### config.mk
export PLATFORM = sky130hd
export DESIGN_NAME = receiver_flat
export DESIGN_NICKNAME = d
export VERILOG_FILES = /design/src/rtl/receiver_pkg.sv /design/src/rtl/receiver_if.sv /design/src/rtl/receiver_rx_crc32.sv /design/src/rtl/receiver.sv /design/src/flat_wrapper.sv
export SDC_FILE = /design/constraint.sdc
export NUM_CORES = 1
export LEC_CHECK = 0
export ABC_CLOCK_PERIOD_IN_PS = 13400
export CORE_MARGIN = 2
export CORE_UTILIZATION = 57
export DETAILED_ROUTE_END_ITERATION = 8
export HOLD_SLACK_MARGIN = 0.03
export PLACE_DENSITY_LB_ADDON = 0.05
export SLEW_MARGIN = 0
export SYNTH_ARGS = -nofsm -noshare
export SYNTH_HDL_FRONTEND = slang
export SYNTH_SLANG_ARGS = --single-unit
### constraint.sdc
create_clock -name gmii_rx_clk -period 13.4 [get_ports gmii_rx_clk]
set_input_delay 2.68 -clock gmii_rx_clk [delete_from_list [all_inputs] [get_ports gmii_rx_clk]]
set_output_delay 2.68 -clock gmii_rx_clk [all_outputs]
set_load 0.005 [all_outputs]
### src/rtl/receiver_pkg.sv
// Shared definitions for the GMII frame receiver: state encoding, header
// layout, preamble constants and the ring free-space helper.
package receiver_pkg;

    typedef enum logic [2:0] {
        RX_IDLE,
        RX_PREAMBLE,
        RX_DATA,
        RX_HDR_WRITE,
        RX_DROP
    } rx_state_t;

    // Words reserved in front of the payload in every frame slot.
    localparam int HDR_WORDS = 7;

    localparam logic [7:0] PREAMBLE_BYTE = 8'h55;
    localparam logic [7:0] SFD_BYTE      = 8'hD5;

    // Header word offsets relative to the frame base; index 7 is the commit step.
    localparam logic [2:0] HDR_LEN     = 3'd0;
    localparam logic [2:0] HDR_TS3     = 3'd1;
    localparam logic [2:0] HDR_TS2     = 3'd2;
    localparam logic [2:0] HDR_TS1     = 3'd3;
    localparam logic [2:0] HDR_TS0     = 3'd4;
    localparam logic [2:0] HDR_HASH_HI = 3'd5;
    localparam logic [2:0] HDR_HASH_LO = 3'd6;
    localparam logic [2:0] HDR_COMMIT  = 3'd7;

    localparam logic [31:0] CRC_INIT      = 32'hFFFF_FFFF;
    localparam logic [31:0] CRC_POLY_REFL = 32'hEDB8_8320;

    // Writable words in the ring; one word is always kept unused.
    function automatic logic [13:0] ring_free(input logic [13:0] rd_ptr,
                                              input logic [13:0] wr_ptr);
        return rd_ptr - wr_ptr - 14'd1;
    endfunction

endpackage

### src/rtl/receiver_if.sv
// Slot memory write port plus the producer/consumer ring pointers.
interface receiver_if;
    logic [15:0] slot_rx_eth_data;
    logic [1:0]  slot_rx_eth_byte_en;
    logic [13:0] slot_rx_eth_addr;
    logic        slot_rx_eth_wr_en;
    logic [13:0] mem_wr_ptr;
    logic [13:0] mem_rd_ptr;

    modport master (
        output slot_rx_eth_data, slot_rx_eth_byte_en, slot_rx_eth_addr,
               slot_rx_eth_wr_en, mem_wr_ptr,
        input  mem_rd_ptr
    );

    modport slave (
        input  slot_rx_eth_data, slot_rx_eth_byte_en, slot_rx_eth_addr,
               slot_rx_eth_wr_en, mem_wr_ptr,
        output mem_rd_ptr
    );
endinterface

### src/rtl/receiver_rx_crc32.sv
// Byte-wide Ethernet CRC-32. The register runs in reflected (LSB-first) form,
// so its complement already has the first wire byte in bits [7:0] and can be
// compared directly against the FCS as assembled from the wire.
module rx_crc32
    import receiver_pkg::*;
(
    input  logic        clk,
    input  logic        rst,
    input  logic        init,
    input  logic        en,
    input  logic [7:0]  data,
    output logic [31:0] crc_out
);

    logic [31:0] crc_q;
    logic [31:0] crc_d;

    function automatic logic [31:0] crc_byte(input logic [31:0] crc_in,
                                             input logic [7:0]  byte_in);
        logic [31:0] c;
        c = crc_in;
        for (int i = 0; i < 8; i++) begin
            if (c[0] ^ byte_in[i]) c = (c >> 1) ^ CRC_POLY_REFL;
            else                   c = c >> 1;
        end
        return c;
    endfunction

    // Next CRC value: restart on init, fold in one byte when enabled.
    always_comb begin
        crc_d = crc_q;
        if (init)    crc_d = CRC_INIT;
        else if (en) crc_d = crc_byte(crc_q, data);
    end

    // CRC state register.
    always_ff @(posedge clk or posedge rst) begin
        if (rst) crc_q <= CRC_INIT;
        else     crc_q <= crc_d;
    end

    assign crc_out = ~crc_q;

endmodule

### src/rtl/receiver.sv
// GMII receiver: strips preamble/SFD, timestamps the frame, streams payload
// bytes into the slot ring, verifies the FCS and commits good frames by
// writing a 7-word header before advancing mem_wr_ptr.
module receiver
    import receiver_pkg::*;
#(
    parameter int MIN_LEN = 60,
    parameter int MAX_LEN = 1514
) (
    input  logic              gmii_rx_clk,
    input  logic              sys_rst,
    input  logic [63:0]       global_counter,
    input  logic [7:0]        gmii_rxd,
    input  logic              gmii_rx_dv,
    input  logic              gmii_rx_er,
    receiver_if.master        slot,
    output logic [31:0]       rx_frame_cnt,
    output logic [31:0]       rx_drop_cnt
);

    localparam logic [15:0] MIN_LEN_W = 16'(MIN_LEN);
    localparam logic [15:0] MAX_LEN_W = 16'(MAX_LEN);

    rx_state_t   state_q, state_d;
    logic [63:0] ts_q, ts_d;
    logic [13:0] base_q, base_d;
    logic [13:0] free_q, free_d;
    logic [15:0] byte_cnt_q, byte_cnt_d;
    logic [31:0] dl_q, dl_d;
    logic [2:0]  dl_cnt_q, dl_cnt_d;
    logic [2:0]  hdr_idx_q, hdr_idx_d;
    logic        dv_seen_q, dv_seen_d;
    logic [15:0] data_q, data_d;
    logic [1:0]  be_q, be_d;
    logic [13:0] addr_q, addr_d;
    logic        wr_en_q, wr_en_d;
    logic [13:0] wr_ptr_q, wr_ptr_d;
    logic [31:0] frame_cnt_q, frame_cnt_d;
    logic [31:0] drop_cnt_q, drop_cnt_d;

    logic        crc_init, crc_en;
    logic [31:0] crc_fcs;
    logic [13:0] sfd_free;
    logic [13:0] wr_offset;
    logic [13:0] commit_ptr;
    logic        frame_good;

    rx_crc32 u_crc (
        .clk     (gmii_rx_clk),
        .rst     (sys_rst),
        .init    (crc_init),
        .en      (crc_en),
        .data    (dl_q[7:0]),
        .crc_out (crc_fcs)
    );

    assign sfd_free   = ring_free(slot.mem_rd_ptr, wr_ptr_q);
    assign wr_offset  = 14'(HDR_WORDS) + byte_cnt_q[14:1];
    assign commit_ptr = base_q + 14'(HDR_WORDS) + byte_cnt_q[14:1]
                        + {13'd0, byte_cnt_q[0]};
    // With dv low the delay line holds exactly the FCS bytes, LSB first.
    assign frame_good = (dl_cnt_q == 3'd4) && (crc_fcs == dl_q) &&
                        (byte_cnt_q >= MIN_LEN_W) && (byte_cnt_q <= MAX_LEN_W);

    // Receive state machine: framing, payload streaming, header write and commit.
    always_comb begin
        state_d     = state_q;
        ts_d        = ts_q;
        base_d      = base_q;
        free_d      = free_q;
        byte_cnt_d  = byte_cnt_q;
        dl_d        = dl_q;
        dl_cnt_d    = dl_cnt_q;
        hdr_idx_d   = hdr_idx_q;
        dv_seen_d   = dv_seen_q;
        data_d      = data_q;
        be_d        = be_q;
        addr_d      = addr_q;
        wr_en_d     = 1'b0;
        wr_ptr_d    = wr_ptr_q;
        frame_cnt_d = frame_cnt_q;
        drop_cnt_d  = drop_cnt_q;
        crc_init    = 1'b0;
        crc_en      = 1'b0;

        case (state_q)
            RX_IDLE, RX_PREAMBLE: begin
                if (!gmii_rx_dv) begin
                    state_d = RX_IDLE;
                end else if (gmii_rxd == PREAMBLE_BYTE) begin
                    state_d = RX_PREAMBLE;
                end else if (gmii_rxd == SFD_BYTE) begin
                    ts_d       = global_counter;
                    base_d     = wr_ptr_q;
                    free_d     = sfd_free;
                    byte_cnt_d = 16'd0;
                    dl_d       = 32'd0;
                    dl_cnt_d   = 3'd0;
                    crc_init   = 1'b1;
                    if (sfd_free < 14'(HDR_WORDS + 1)) begin
                        state_d    = RX_DROP;
                        drop_cnt_d = drop_cnt_q + 32'd1;
                    end else begin
                        state_d = RX_DATA;
                    end
                end else begin
                    state_d    = RX_DROP;
                    drop_cnt_d = drop_cnt_q + 32'd1;
                end
            end

            RX_DATA: begin
                if (!gmii_rx_dv) begin
                    if (frame_good) begin
                        state_d   = RX_HDR_WRITE;
                        hdr_idx_d = HDR_LEN;
                        dv_seen_d = 1'b0;
                    end else begin
                        state_d    = RX_IDLE;
                        drop_cnt_d = drop_cnt_q + 32'd1;
                    end
                end else if (gmii_rx_er) begin
                    state_d    = RX_DROP;
                    drop_cnt_d = drop_cnt_q + 32'd1;
                end else begin
                    dl_d = {gmii_rxd, dl_q[31:8]};
                    if (dl_cnt_q != 3'd4) begin
                        dl_cnt_d = dl_cnt_q + 3'd1;
                    end else if (byte_cnt_q >= MAX_LEN_W || wr_offset >= free_q) begin
                        state_d    = RX_DROP;
                        drop_cnt_d = drop_cnt_q + 32'd1;
                    end else begin
                        crc_en     = 1'b1;
                        wr_en_d    = 1'b1;
                        addr_d     = base_q + wr_offset;
                        data_d     = byte_cnt_q[0] ? {8'h00, dl_q[7:0]} : {dl_q[7:0], 8'h00};
                        be_d       = byte_cnt_q[0] ? 2'b01 : 2'b10;
                        byte_cnt_d = byte_cnt_q + 16'd1;
                    end
                end
            end

            RX_HDR_WRITE: begin
                if (gmii_rx_dv) dv_seen_d = 1'b1;
                if (hdr_idx_q != HDR_COMMIT) begin
                    wr_en_d   = 1'b1;
                    be_d      = 2'b11;
                    addr_d    = base_q + {11'd0, hdr_idx_q};
                    hdr_idx_d = hdr_idx_q + 3'd1;
                    case (hdr_idx_q)
                        HDR_LEN:     data_d = byte_cnt_q;
                        HDR_TS3:     data_d = ts_q[63:48];
                        HDR_TS2:     data_d = ts_q[47:32];
                        HDR_TS1:     data_d = ts_q[31:16];
                        HDR_TS0:     data_d = ts_q[15:0];
                        HDR_HASH_HI: data_d = dl_q[31:16];
                        HDR_HASH_LO: data_d = dl_q[15:0];
                        default:     data_d = 16'h0000;
                    endcase
                end else begin
                    wr_ptr_d    = commit_ptr;
                    frame_cnt_d = frame_cnt_q + 32'd1;
                    if (dv_seen_q || gmii_rx_dv) begin
                        state_d    = RX_DROP;
                        drop_cnt_d = drop_cnt_q + 32'd1;
                    end else begin
                        state_d = RX_IDLE;
                    end
                end
            end

            RX_DROP: begin
                if (!gmii_rx_dv) state_d = RX_IDLE;
            end

            default: state_d = RX_IDLE;
        endcase
    end

    // State and registered outputs; reset abandons any partial frame.
    always_ff @(posedge gmii_rx_clk or posedge sys_rst) begin
        if (sys_rst) begin
            state_q     <= RX_IDLE;
            ts_q        <= 64'd0;
            base_q      <= 14'd0;
            free_q      <= 14'd0;
            byte_cnt_q  <= 16'd0;
            dl_q        <= 32'd0;
            dl_cnt_q    <= 3'd0;
            hdr_idx_q   <= 3'd0;
            dv_seen_q   <= 1'b0;
            data_q      <= 16'd0;
            be_q        <= 2'b00;
            addr_q      <= 14'd0;
            wr_en_q     <= 1'b0;
            wr_ptr_q    <= 14'd0;
            frame_cnt_q <= 32'd0;
            drop_cnt_q  <= 32'd0;
        end else begin
            state_q     <= state_d;
            ts_q        <= ts_d;
            base_q      <= base_d;
            free_q      <= free_d;
            byte_cnt_q  <= byte_cnt_d;
            dl_q        <= dl_d;
            dl_cnt_q    <= dl_cnt_d;
            hdr_idx_q   <= hdr_idx_d;
            dv_seen_q   <= dv_seen_d;
            data_q      <= data_d;
            be_q        <= be_d;
            addr_q      <= addr_d;
            wr_en_q     <= wr_en_d;
            wr_ptr_q    <= wr_ptr_d;
            frame_cnt_q <= frame_cnt_d;
            drop_cnt_q  <= drop_cnt_d;
        end
    end

    assign slot.slot_rx_eth_data    = data_q;
    assign slot.slot_rx_eth_byte_en = be_q;
    assign slot.slot_rx_eth_addr    = addr_q;
    assign slot.slot_rx_eth_wr_en   = wr_en_q;
    assign slot.mem_wr_ptr          = wr_ptr_q;
    assign rx_frame_cnt             = frame_cnt_q;
    assign rx_drop_cnt              = drop_cnt_q;

endmodule

### src/flat_wrapper.sv
// flat-port wrapper written by rule: the top's interface ports become plain ports
module receiver_flat import receiver_pkg::*;
#(
    parameter int MIN_LEN = 60,
    parameter int MAX_LEN = 1514
)
  (gmii_rx_clk, sys_rst, global_counter, gmii_rxd, gmii_rx_dv, gmii_rx_er, rx_frame_cnt, rx_drop_cnt, slot_slot_rx_eth_data, slot_slot_rx_eth_byte_en, slot_slot_rx_eth_addr, slot_slot_rx_eth_wr_en, slot_mem_wr_ptr, slot_mem_rd_ptr);
  receiver_if slot_i ();
  input  logic gmii_rx_clk;
  input  logic sys_rst;
  input  logic [63:0] global_counter;
  input  logic [7:0] gmii_rxd;
  input  logic gmii_rx_dv;
  input  logic gmii_rx_er;
  output logic [31:0] rx_frame_cnt;
  output logic [31:0] rx_drop_cnt;
  output wire logic [$bits(slot_i.slot_rx_eth_data)-1:0] slot_slot_rx_eth_data;
  output wire logic [$bits(slot_i.slot_rx_eth_byte_en)-1:0] slot_slot_rx_eth_byte_en;
  output wire logic [$bits(slot_i.slot_rx_eth_addr)-1:0] slot_slot_rx_eth_addr;
  output wire logic [$bits(slot_i.slot_rx_eth_wr_en)-1:0] slot_slot_rx_eth_wr_en;
  output wire logic [$bits(slot_i.mem_wr_ptr)-1:0] slot_mem_wr_ptr;
  input wire logic [$bits(slot_i.mem_rd_ptr)-1:0] slot_mem_rd_ptr;
  assign slot_slot_rx_eth_data = slot_i.slot_rx_eth_data;
  assign slot_slot_rx_eth_byte_en = slot_i.slot_rx_eth_byte_en;
  assign slot_slot_rx_eth_addr = slot_i.slot_rx_eth_addr;
  assign slot_slot_rx_eth_wr_en = slot_i.slot_rx_eth_wr_en;
  assign slot_mem_wr_ptr = slot_i.mem_wr_ptr;
  assign slot_i.mem_rd_ptr = slot_mem_rd_ptr;
  receiver #(.MIN_LEN(MIN_LEN), .MAX_LEN(MAX_LEN)) u_core (.gmii_rx_clk(gmii_rx_clk), .sys_rst(sys_rst), .global_counter(global_counter), .gmii_rxd(gmii_rxd), .gmii_rx_dv(gmii_rx_dv), .gmii_rx_er(gmii_rx_er), .slot(slot_i), .rx_frame_cnt(rx_frame_cnt), .rx_drop_cnt(rx_drop_cnt));
endmodule
* Word-level counts from Yosys, hierarchy flattened
Cells that the tools add are included.
Cells by class: $add $sub $neg 13, magnitude comparators 5, equal/unequal tests 35, multiplexer cells 110, bitwise operators 19, reduce and logical (&&, ||, !) cells 22
Operators with widths (count):
- 2-to-1 mux 32 bit | 40
- 2-to-1 mux 16 bit | 13
- inverter 13 -> 14 bit | 8
- case mux 16 bit (7 select lines) | 1
- case mux 32 bit (3 select lines) | 1
- 2-to-1 mux 14 bit | 5
- adder 32 x 1 -> 32 bit, second input constant | 2
- case mux 16 bit (2 select lines) | 2
- case mux 32 bit (2 select lines) | 1
- 2-to-1 mux 3 bit | 20
- equality test 32 bit | 1
- inverter 32 bit | 1
- adder 14 bit | 2
- case mux 14 bit (2 select lines) | 1
- != test 2 bit, second input constant | 10
- adder 16 x 1 -> 16 bit, second input constant | 1
- >= comparator 16 x 11 -> 1 bit, second input constant | 1
- >= comparator 16 x 6 -> 1 bit, second input constant | 1
- <= comparator 16 x 11 -> 1 bit, second input constant | 1
- AND reduction 4 bit | 4
- equality test 3 bit, second input constant | 5
- adder 14 x 1 -> 14 bit | 1
- adder 14 x 3 -> 14 bit | 1
- adder 14 x 3 -> 14 bit, second input constant | 1
- other kinds (33) | 80
Word-level totals: register bits 293, input port bits 90, output and inout port bits 111, logic and storage cells 221

* Longest topological paths before layout
Gate-level depths: netlist of the first run.
depth in word-level cells 38, mapped depth 19, depth with buffers taken out 17

* Hierarchy
A second synthesis of the first run with hierarchy kept.
Unflattened totals: cells, all modules 1827, area, all modules 17219.0 µm²
By module, submodules not included:
- receiver | times used 1, cells an instance 1623, area each 14836.7 µm², sequential area each 6531.3 µm²
- rx_crc32 | times used 1, cells an instance 204, area each 2382.3 µm², sequential area each 840.8 µm²

* Least setup slack after synthesis of the first run
No wires, ideal clock.
path kind input to register, from input slot_mem_rd_ptr[0], to register u_core.drop_cnt_q[13] (netlist: u_core.rx_drop_cnt[13]), library setup time 0.079 ns, arrival 5.723 ns, required time 13.321 ns, setup slack 7.598 ns, stages on the path 12, path through ha_1 > fa_1 > a21o_1 > a311o_1 > a21o_1 > a2111oi_1 > o2111ai_1 > nor4b_2 > o31ai_1 > buf_4 > nor4_2 > xor2_1
Between the ends: longest elaborated chain between the ends 5
RTL lines:
- start: declaration | RTL line flat_wrapper.sv:22 | input wire logic [$bits(slot_i.mem_rd_ptr)-1:0] slot_mem_rd_ptr;
- subtractor 14 bit | RTL line receiver_pkg.sv:35 | return rd_ptr - wr_ptr - 14'd1;
- subtractor 14 x 1 -> 14 bit | RTL line receiver_pkg.sv:35
- < comparator 14 x 4 -> 1 bit | RTL line receiver.sv:100 | if (sfd_free < 14'(HDR_WORDS + 1)) begin
- != test 3 bit (no line)
- AND reduction 9 bit (no line)
- end signal: assignment | RTL line receiver.sv:215 | drop_cnt_q <= drop_cnt_d;
- end: declaration | RTL line receiver.sv:39 | logic [31:0] drop_cnt_q, drop_cnt_d;
Every way passes these cells. A chain may end at the register's enable or synchronous reset.

* Final worst setup path of the first run
from input slot_mem_rd_ptr[0], to register u_core.drop_cnt_q[23] (netlist: u_core.rx_drop_cnt[23])
Same word-level chain as after synthesis.

==> results of run 1 <==
## sequential cells by signal (all words and copies together), names as in the netlist
| name | flops |
|---|---|
| u_core.slot.mem_wr_ptr | 14 |
| u_core.free_q | 14 |
| u_core.slot.slot_rx_eth_wr_en | 1 |
| u_core.rx_frame_cnt | 32 |
| u_core.dv_seen_q | 1 |
| u_core.rx_drop_cnt | 32 |
| u_core.dl_q | 32 |
| u_core.slot.slot_rx_eth_addr | 14 |
| u_core.dl_cnt_q | 3 |
| u_core.ts_q | 64 |
| u_core.slot.slot_rx_eth_data | 16 |
| u_core.base_q | 14 |
| u_core.state_q | 3 |
| u_core.hdr_idx_q | 3 |
| u_core.slot.slot_rx_eth_byte_en | 2 |
| u_core.byte_cnt_q | 16 |
| u_core.u_crc.crc_q | 32 |
## cells in the final DEF (no fill, tap or decap), types with 6 or more instances in the layout
cell type,count
dfstp_2,32
a22oi_1,33
ha_1,84
clkbuf_8,9
xnor2_1,117
nand2_1,425
nor2b_1,10
clkbuf_16,35
o211ai_1,35
inv_1,68
nor3_1,29
a21oi_1,69
a211oi_1,15
o31ai_1,6
nor2_1,78
o21ai_0,108
xor2_1,92
or3_1,6
nand2b_1,8
buf_4,14
and4_1,7
a21o_1,11
a221o_1,8
nor4_1,10
and2_1,15
clkbuf_1,11
nand3_1,36
clkdlybuf4s50_1,200
nor4_2,11
and3_1,16
mux2_2,46
dfrtp_1,260
nand4_1,20
## where the power goes
part | internal [W] | switching, W
clock network | 0.000529 | 0.000361
registers | 0.000928 | 0.0000390
logic | 0.000130 | 0.000141
## per-stage QoR
stage / instances / hold WS (ns) / total power [W] / util, %
global placement: 2328 / 0.4536 / 0.001243 / 66.02
finish: 2386 / 0.4627 / 0.002127 / 69.71
global route: 2385 / 0.4853 / 0.002210 / 69.70
floorplan: 1818 / 0.4401 / 0.001133 / -
CTS: 2385 / 0.4701 / 0.002139 / 69.70
detailed placement: 2328 / 0.4576 / 0.001249 / 66.02
## final cells by class
cell class	count	area share (%)
tap	384	2.401
clock inverter	2	0.08754
multi-input combinational	1367	43.57
inverter	70	1.351
clock buffer	55	5.203
sequential	293	36.85
antenna	1	0.01251
timing repair buffer	214	10.53
## critical path, delay by kind of cell
| family | cells | cell delay [ns] |
|---|---|---|
| adder cells (fa/ha/maj) | 2 | 0.69 |
| XOR/XNOR | 1 | 0.18 |
| buffers and inverters | 2 | 0.68 |
| AND/OR/NAND/NOR | 2 | 0.87 |
| AO/OA/AOI/OAI | 6 | 1.67 |
## worst max path at each step
| stage | start | slack, ns | to |
|---|---|---|---|
| floorplan | sys_rst | 2.68 | u_core.base_q[0]$_DFFE_PP0P_ |
| global placement | slot_mem_rd_ptr[0] | 6.66 | u_core.rx_drop_cnt[23]$_DFFE_PP0P_ |
| detailed placement | slot_mem_rd_ptr[0] | 6.55 | u_core.rx_drop_cnt[23]$_DFFE_PP0P_ |
| CTS | slot_mem_rd_ptr[0] | 7.05 | u_core.rx_drop_cnt[23]$_DFFE_PP0P_ |
| global route | u_core.byte_cnt_q[1]$_DFFE_PP0P_ | 6.70 | u_core.slot.slot_rx_eth_addr[10]$_DFFE_PP0P_ |
| finish | slot_mem_rd_ptr[0] | 7.03 | u_core.rx_drop_cnt[23]$_DFFE_PP0P_ |
## routing by layer
metal / vias to the layer above / GRT usage [%]
met1: 6724 / 44.57
li1: 6518 / -
met3: 67 / 4.047
met5: - / 0
met4: 0 / 7.569
met2: 510 / 45.41
## cell families after synthesis
| group | synth area share, % |
|---|---|
| compound gates | 12.48 |
| xor+xnor | 10.99 |
| fa+ha+maj | 6.673 |
| buf+inv | 3.607 |
| flops | 44.27 |
| mux | 3.239 |
| simple gates | 18.73 |
==> flow_summary.toml, run 1 <==
[clock_tree]
postCtsSetupBuffers = 0
cts.reportedPaths.clkPinSlew_ns = 0.06
htreeDepth = 2
cts_hold_buffers = 0
cts-root-to-sink-buffers = 3
tritoncts = "done"
cts-buffers-inserted = 34
cts_resized = 0
clk-insertion-delay-late_ns = 0.51
cts_sinks = 293
root_driver = "clkbuf_16"

[worst_setup_path]
timing.rr.end = "u_core.slot.slot_rx_eth_addr[10]$_DFFE_PP0P_"
cp.arrival_ns = 6.80
worst_r2r_path_depth = 17
timing.critical_path.required_ns = 13.83
crit_type = "input pin to flip-flop"
start_kind = "input pin"
critPathMostFrequentCell = "a21o_1"
r2r-start = "u_core.byte_cnt_q[1]$_DFFE_PP0P_"
path_max_fanout = 32
reg2reg_slack_ns = 7.40
worstSetupEndpointType = "flip-flop"
path_cells = "clkdlybuf4s50_1 -> ha_1 -> fa_1 -> a21o_1 -> a311o_1 -> a21o_1 -> a2111oi_1 -> o2111ai_1 -> nor4b_2 -> o31ai_4 -> buf_4 -> nor4b_1 -> xor2_1"
timing.critical_path.slowest_cell_delay_ns = 0.49
cpMaxStageDelayCell = "a2111oi_1"

[synthesis]
number_of_distinct_standard_cells_referenced_by_the_synthesized_netlist = 66
synth_flop_cell = "dfrtp_1"
synth_area_per_cell_um2 = 9.159
yosysSeqAreaShare_pct = 44.27
synth.top_cell.area_share_pct = 39.22
top_cells_by_area_in_the_synthesized_netlist = "dfrtp_1 (39%), nand2_1 (9.6%), ha_1 (6.3%)"
synth_nets = 1995
netlist_top_cells_count = "nand2_1 (427), dfrtp_1 (261), xnor2_1 (117)"
synth_largest_area_cell = "dfrtp_1"
post-synth-top-count-cell = "nand2_1"
synth-edff-count = 0
synth.cell_area_um2 = 16650
synthesized_flop_and_latch_total = 293
post_synth_inst_count = 1818
synth-async-reset-ratio_pct = 100.0
yosys_warnings = 0

[die]
initial_core_util_pct = 58.01
std_cell_rows = 62
core_region_area_um2 = 28700
die_area_um2 = 30600
fp.dieH_um = 174.9
floorplan.die.width_um = 174.9
num_io_pins = 201

[grt]
groute.usage.overall_pct = 29.64
grt_start_max_net_pins = 156
first_global_vias = 13410
antenna_found_initial = 1
grt_first_pass_wirelength_mm = 72.34
overflow = 0

[final_layout]
count_of_nets_after_finishing = 2157
areaGrowthSynthToFinish_pct = 20.17
layout-drive-gt1-share_pct = 8.196
layout.area.seq_um2 = 7373
final_cell_area_um2 = 20010
area_of_combinational_cells_with_multiple_inputs_um2 = 8717
n_fill_cell = 2282

[detailed_routing]
drcViolationCount = 0
total_number_of_vias = 13820
post_drt_via_cell_ratio = 5.792
wl_met1_mm = 20.85
detail_route.wirelength_mm = 44.95
drt_pass1_iterations = 5
met2_wirelength_mm = 20.01
final_antenna_net_count = 0
wl_per_cell_um = 18.84
top_layer_used = "met4"
drtIter0Drc = 1052
met3_wire_length_mm = 3.160

[timing]
slew_headroom_pct = 23.27
layout_setup_ws_ns = 7.029
timing.setup.tns_ns = 0
final_hold_viol_count = 0
timing.fmax_mhz = 157.0
grt_setup_unrepaired = "false"
timing_worst_slew_pin_value_ns = 1.147
final-setup-viol-count = 0
period_share_pct = 47.55
slew_viol_final = 0
clock_skew_ns = 0.01811
post-route-min-period_ns = 6.371

[hold_path]
hold_path_class = "flip-flop to flip-flop"
worst_hold_path.num_cells = 2
timing.hold.worst.start = "u_core.slot.slot_rx_eth_addr[1]$_DFFE_PP0P_"
worst_hold_path.endpoint = "u_core.slot.slot_rx_eth_addr[1]$_DFFE_PP0P_"

[place]
dp_hpwl_mm = 31.81
place.gp.congestion = 0.8747
place.port_buffers = 200
post_place_setup_slack_ns = 6.546
placement.cell_area_um2 = 18950

[power_and_ir_drop]
worst_ir_drop_vdd_mv = 0.09391
cellPowerDensity_nw_per_um2 = 106.3
p_leak_nw = 9.077

[outcome]
run_status = "complete, no violations"

[flow_run]
drv_cap = 0
(Power assumes the default switching activity.)
==> run 2: changes to the inputs <==
ABC_CLOCK_PERIOD_IN_PS = 5400   (was 13400)
CORE_UTILIZATION = 51   (was 57)
clock period = 5.4 ns   (was 13.4 ns; I/O delays follow)
==> flow_summary.toml, run 2 (same netlist as run 1, synthesis figures left out) <==
[grt]
groute.usage.overall_pct = 26.76
grt_met1_use_pct = 40.99
antenna_found_initial = 3
grt_first_pass_wirelength_mm = 71.61
grtUsageMet2_pct = 39.85
grt-busiest-layer = "met1"
groute.layer.met3.usage_pct = 3.734
grt_start_max_net_pins = 120
first_global_vias = 12860
overflow = 0

[final_layout]
registers.top_by_ff_count = "u_core.ts_q"
layout.cells.most_common = "nand2_1"
most-common-layout-cells = "nand2_1 (425), dfrtp_1 (260), clkdlybuf4s50_1 (200)"
count_of_nets_after_finishing = 2163
n_fill_cell = 2845
areaGrowthSynthToFinish_pct = 21.25
diodes = 0
largest_register_ff_count = 64
layout-drive-gt1-share_pct = 8.665

[clock_tree]
cts.reportedPaths.clkPinSlew_ns = 0.06
root_driver = "clkbuf_16"
tritoncts = "done"
clk-insertion-delay-late_ns = 0.51
cts_sinks = 293
cts_hold_buffers = 0
postCtsSetupBuffers = 0
cts_resized = 0
cts-root-to-sink-buffers = 3
htreeDepth = 2
cts-buffers-inserted = 34

[worst_setup_path]
r2r-start = "u_core.byte_cnt_q[1]$_DFFE_PP0P_"
crit_type = "flip-flop to flip-flop"
cp.arrival_ns = 5.08
crit_start = "u_core.byte_cnt_q[1]$_DFFE_PP0P_"
path_max_fanout = 32
timing.critical_path.required_ns = 5.80
worstSetupEndpointType = "flip-flop"
start_kind = "flip-flop"

[detailed_routing]
drt_pass1_iterations = 5
drtIter0Drc = 963
wl_per_cell_um = 18.56
detail_route.wirelength_mm = 45.47
drcViolationCount = 0
post_drt_via_cell_ratio = 5.566
final_antenna_net_count = 0
total_number_of_vias = 13640

[die]
std_cell_rows = 66
fp.dieH_um = 184.7
num_io_pins = 201
die_area_um2 = 34110
floorplan.die.width_um = 184.7
core_region_area_um2 = 32370
initial_core_util_pct = 51.44

[timing]
final_hold_viol_count = 0
period_share_pct = 86.70
post-route-min-period_ns = 4.682
timing.fmax_mhz = 213.6
grt_setup_unrepaired = "false"
slew_viol_final = 0
timing_worst_slew_pin_value_ns = 1.095
final-setup-viol-count = 0
slew_headroom_pct = 27.00
timing.setup.tns_ns = 0
clock_skew_ns = 0.01283

[place]
place.port_buffers = 200
dp_hpwl_mm = 32.68
place.gp.congestion = 0.8810

[hold_path]
hold_path_class = "flip-flop to flip-flop"
timing.hold.worst.start = "u_core.rx_drop_cnt[31]$_DFFE_PP0P_"

[outcome]
run_status = "complete, no violations"

[flow_run]
drv_cap = 0

[power_and_ir_drop]
cellPowerDensity_nw_per_um2 = 262.7
worst_ir_drop_vdd_mv = 0.2144
p_leak_nw = 9.129
design_power_total_w = 0.005304
-- run 2: per-stage QoR --
stage	hold slack, ns	utilization, %	cells	setup slack [ns]	instance area, um^2
after floorplan	0.4401	-	1818	0.4570	16650
after global placement	0.4515	59.08	2392	0.3630	19120
after detailed placement	0.4571	59.08	2392	0.2786	19120
after CTS	0.4694	62.37	2450	0.7820	20190
after global routing	0.4900	62.37	2450	0.3702	20190
final	0.4620	62.37	2450	0.7182	20190
-- run 2: layout make-up --
class                      instances  area (um^2)  area share [%]
multi-input combinational       1367         8728           43.23
timing repair buffer             220         2202           10.91
clock inverter                     6        36.28          0.1797
sequential                       293         7373           36.52
inverter                          70        266.5           1.320
tap                              442        553.0           2.739
clock buffer                      52         1030           5.100
-- run 2: worst max-delay path, stage by stage (launching register included) --
cell and delay (ns):
dfrtp_1 0.53, inv_1 0.16, ha_1 0.25, a21oi_1 0.34, nand3_1 0.18, nor2_1 0.17
xor2_1 0.26, ha_1 0.28, nand2_1 0.10, nor4_1 0.06, a2111oi_0 0.62, nand3_1 0.13
nor3_1 0.41, nand2_2 0.10, and2_1 0.29, buf_4 0.29, a221o_1 0.38
-- run 2: path summary, 6_finish.rpt --
kind	endpoint	slack [ns]	depth (start not counted)
max reg2reg	u_core.slot.slot_rx_eth_data[11]$_DFFE_PP0P_	0.72	16
min reg2reg	u_core.rx_drop_cnt[31]$_DFFE_PP0P_	0.46	1
max	u_core.slot.slot_rx_eth_data[11]$_DFFE_PP0P_	0.72	16
min in group asynchronous	u_core.rx_frame_cnt[28]$_DFFE_PP0P_	1.02	2
max in group asynchronous	u_core.rx_drop_cnt[22]$_DFFE_PP0P_	3.26	3
min	u_core.rx_drop_cnt[31]$_DFFE_PP0P_	0.46	1
-- run 2: power by group --
part           internal [W]  total (W)  leakage, nW  switching (W)
registers           0.00230    0.00240         3.82      0.0000939
clock network       0.00131    0.00223        0.526       0.000918
logic              0.000327   0.000680         4.78       0.000352
-- run 2: metal layers --
layer,routed length (um),vias to the layer above
li1,-,6546
met1,21950,6652
met2,19720,361
met3,2759,71
met4,996,6
met5,39,-
==> run 3: changes to the inputs <==
ABC_AREA = 1   (was default)
CORE_UTILIZATION = 52   (was 51)
==> flow_summary.toml, run 3 <==
[outcome]
run_status = "complete, no violations"

[detailed_routing]
drtIter0Drc = 1201
drcViolationCount = 0
wl_per_cell_um = 18.29
drt_pass1_iterations = 5
final_antenna_net_count = 0
total_number_of_vias = 16030
post_drt_via_cell_ratio = 5.499
detail_route.wirelength_mm = 53.32

[worst_setup_path]
worstSetupEndpointType = "flip-flop"
timing.rr.end = "u_core.slot.slot_rx_eth_data[15]$_DFFE_PP0P_"
cp.arrival_ns = 4.59
cp-endpoint = "u_core.slot.slot_rx_eth_data[15]$_DFFE_PP0P_"
r2r-start = "u_core.byte_cnt_q[1]$_DFFE_PP0P_"
worst_r2r_path_depth = 17
crit_start = "u_core.byte_cnt_q[1]$_DFFE_PP0P_"
reg2reg_slack_ns = 1.27
path_max_fanout = 51
timing.critical_path.required_ns = 5.86
crit_type = "flip-flop to flip-flop"
start_kind = "flip-flop"

[final_layout]
count_of_nets_after_finishing = 2618
layout.cells.most_common = "nand2_1"
areaGrowthSynthToFinish_pct = 20.35
registers.top_by_ff_count = "u_core.ts_q"
n_fill_cell = 2992
most-common-layout-cells = "nand2_1 (632), dfrtp_1 (261), inv_1 (251)"
largest_register_ff_count = 64
layout-drive-gt1-share_pct = 6.283
diodes = 0
share_of_the_core_filled_with_cells_in_the_final_layout_pct = 63.61

[timing]
timing_worst_slew_pin_value_ns = 0.9723
post-route-min-period_ns = 4.132
layout_setup_ws_ns = 1.268
timing.setup.tns_ns = 0
clock_skew_ns = 0.03101
final-setup-viol-count = 0
period_share_pct = 76.52
slew_viol_final = 0
grt_setup_unrepaired = "false"
timing.fmax_mhz = 242.0
final_hold_viol_count = 0
slew_headroom_pct = 35.18

[synthesis]
netlist_top_cells_count = "nand2_1 (632), dfrtp_1 (261), inv_1 (253)"
yosysSeqAreaShare_pct = 41.49
synthMuxAreaShare_pct = 0
synth_nets = 2442
dominant_combinational_cell_family_by_area_after_synthesis = "simple AND/OR/NAND/NOR gates"
synth.top_cell.area_share_pct = 36.76
synth_flop_cell = "dfrtp_1"
synth-async-reset-ratio_pct = 100.0
synth_largest_area_cell = "dfrtp_1"
synth_xor_area_share_pct = 8.979
adder_cell_fraction_of_synth_area_pct = 6.254
synth-edff-count = 0
compound_gate_portion_of_the_synthesized_area_pct = 10.54
top_cells_by_area_in_the_synthesized_netlist = "dfrtp_1 (37%), nand2_1 (13%), ha_1 (5.9%)"
post_synth_inst_count = 2265
synth.cell_area_um2 = 17770
yosys.area_share.simple_pct = 25.36
post-synth-top-count-cell = "nand2_1"
yosys_warnings = 0
synth_area_per_cell_um2 = 7.844
number_of_distinct_standard_cells_referenced_by_the_synthesized_netlist = 55
synthesized_flop_and_latch_total = 293

[place]
dp_hpwl_mm = 39.27
place.gp.congestion = 0.9408
post_place_setup_slack_ns = 1.360
place.port_buffers = 200

[clock_tree]
cts_resized = 0
cts_hold_buffers = 0
htreeDepth = 2
cts.reportedPaths.clkPinSlew_ns = 0.06
postCtsSetupBuffers = 0
clk-insertion-delay-late_ns = 0.54
cts-root-to-sink-buffers = 3
cts-buffers-inserted = 36
root_driver = "clkbuf_16"
cts_sinks = 293
tritoncts = "done"

[die]
floorplan.die.width_um = 188.8
fp.dieH_um = 188.8
initial_core_util_pct = 52.85
die_area_um2 = 35660
num_io_pins = 201
std_cell_rows = 67
core_region_area_um2 = 33620

[power_and_ir_drop]
worst_ir_drop_vdd_mv = 0.2660
p_leak_nw = 10.40
cellPowerDensity_nw_per_um2 = 283.6

[grt]
first_global_vias = 15470
grt_start_max_net_pins = 170
groute.usage.overall_pct = 30.03
overflow = 0
grt_first_pass_wirelength_mm = 84.93
antenna_found_initial = 0

[hold_path]
hold_path_class = "flip-flop to flip-flop"

[flow_run]
drv_cap = 0
==> run 3: cell count changes after synthesis, moves of 21 or more <==
| cell | change |
|---|---|
| a21oi_1 | +21 |
| a22oi_1 | -33 |
| clkbuf_1 | -36 |
| inv_1 | +184 |
| mux2_2 | -46 |
| nand2_1 | +205 |
| nand3_1 | +97 |
| nor2_1 | +79 |
| o211ai_1 | -33 |
| o22ai_1 | +56 |
| xnor2_1 | -64 |
==> run 3: layer usage <==
| metal | routed length, um | GRT usage, % | vias to the layer above |
|---|---|---|---|
| li1 | - | - | 7735 |
| met1 | 23140 | 41.29 | 7633 |
| met2 | 25070 | 48.60 | 584 |
| met3 | 3572 | 5.290 | 79 |
| met4 | 1528 | 9.135 | 0 |
| met5 | 0 | 0 | - |
==> run 3: cell families (layout without fill, tap and decap cells) <==
| logic type | count (synthesis) | in the layout |
|---|---|---|
| compound gates | 332 | 332 |
| simple gates | 1050 | 1050 |
| flops | 293 | 293 |
| buf+inv | 332 | 534 |
| xor+xnor | 171 | 171 |
| fa+ha+maj | 87 | 87 |
==> run 3: area by class of cell <==
type | count | area (um^2) | share of cell area [%]
Clock inverter | 13 | 185.2 | 0.8660
Timing Repair Buffer | 210 | 2115 | 9.889
Inverter | 260 | 979.7 | 4.582
Multi-Input combinational cell | 1640 | 9101 | 42.56
Sequential cell | 293 | 7372 | 34.48
Tap cell | 448 | 560.5 | 2.621
Clock buffer | 51 | 1070 | 5.003
==> run 3: critical path, stage by stage, from the launching register on <==
cell and delay [ns]:
dfrtp_1 0.53, inv_1 0.18, ha_1 0.26, a21oi_1 0.28, nand4_1 0.18, nor2_1 0.16, xor2_1 0.22, inv_1 0.08
ha_1 0.28, nand2_1 0.12, o21ai_0 0.11, a21oi_1 0.12, nand3_1 0.15, nor3_4 0.28, nand2_4 0.31, nand2_4 0.52
o21ai_0 0.17, nand2_1 0.09
==> run 3: where the power goes <==
group	switching [W]	internal [W]	leakage [nW]	total (W)
Clock	0.000968	0.00157	0.613	0.00254
Combinational	0.000654	0.000443	6.19	0.00110
Sequential	0.000105	0.00232	3.60	0.00242
Total	0.00173	0.00434	10.4	0.00606
==> run 3: stage by stage <==
stage	cell area, um^2	power (W)	hold WS (ns)	instances
after floorplan	17770	0.003207	0.4361	2265
after global placement	20130	0.003516	0.4498	2851
after detailed placement	20130	0.003544	0.4607	2851
after CTS	21380	0.006093	0.4770	2915
after global routing	21380	0.006318	0.4997	2915
final	21380	0.006064	0.4729	2915
==> run 3: worst min path at each step <==
stage	to	from	slack (ns)	cells after the start
floorplan	u_core.byte_cnt_q[15]$_DFFE_PP0P_	u_core.byte_cnt_q[15]$_DFFE_PP0P_	0.44	2
global placement	u_core.byte_cnt_q[15]$_DFFE_PP0P_	u_core.byte_cnt_q[15]$_DFFE_PP0P_	0.45	2
detailed placement	u_core.ts_q[19]$_DFFE_PP0P_	u_core.ts_q[19]$_DFFE_PP0P_	0.46	2
CTS	u_core.ts_q[7]$_DFFE_PP0P_	u_core.ts_q[7]$_DFFE_PP0P_	0.48	2
global route	u_core.ts_q[14]$_DFFE_PP0P_	u_core.ts_q[14]$_DFFE_PP0P_	0.50	2
finish	u_core.ts_q[3]$_DFFE_PP0P_	u_core.ts_q[3]$_DFFE_PP0P_	0.47	2
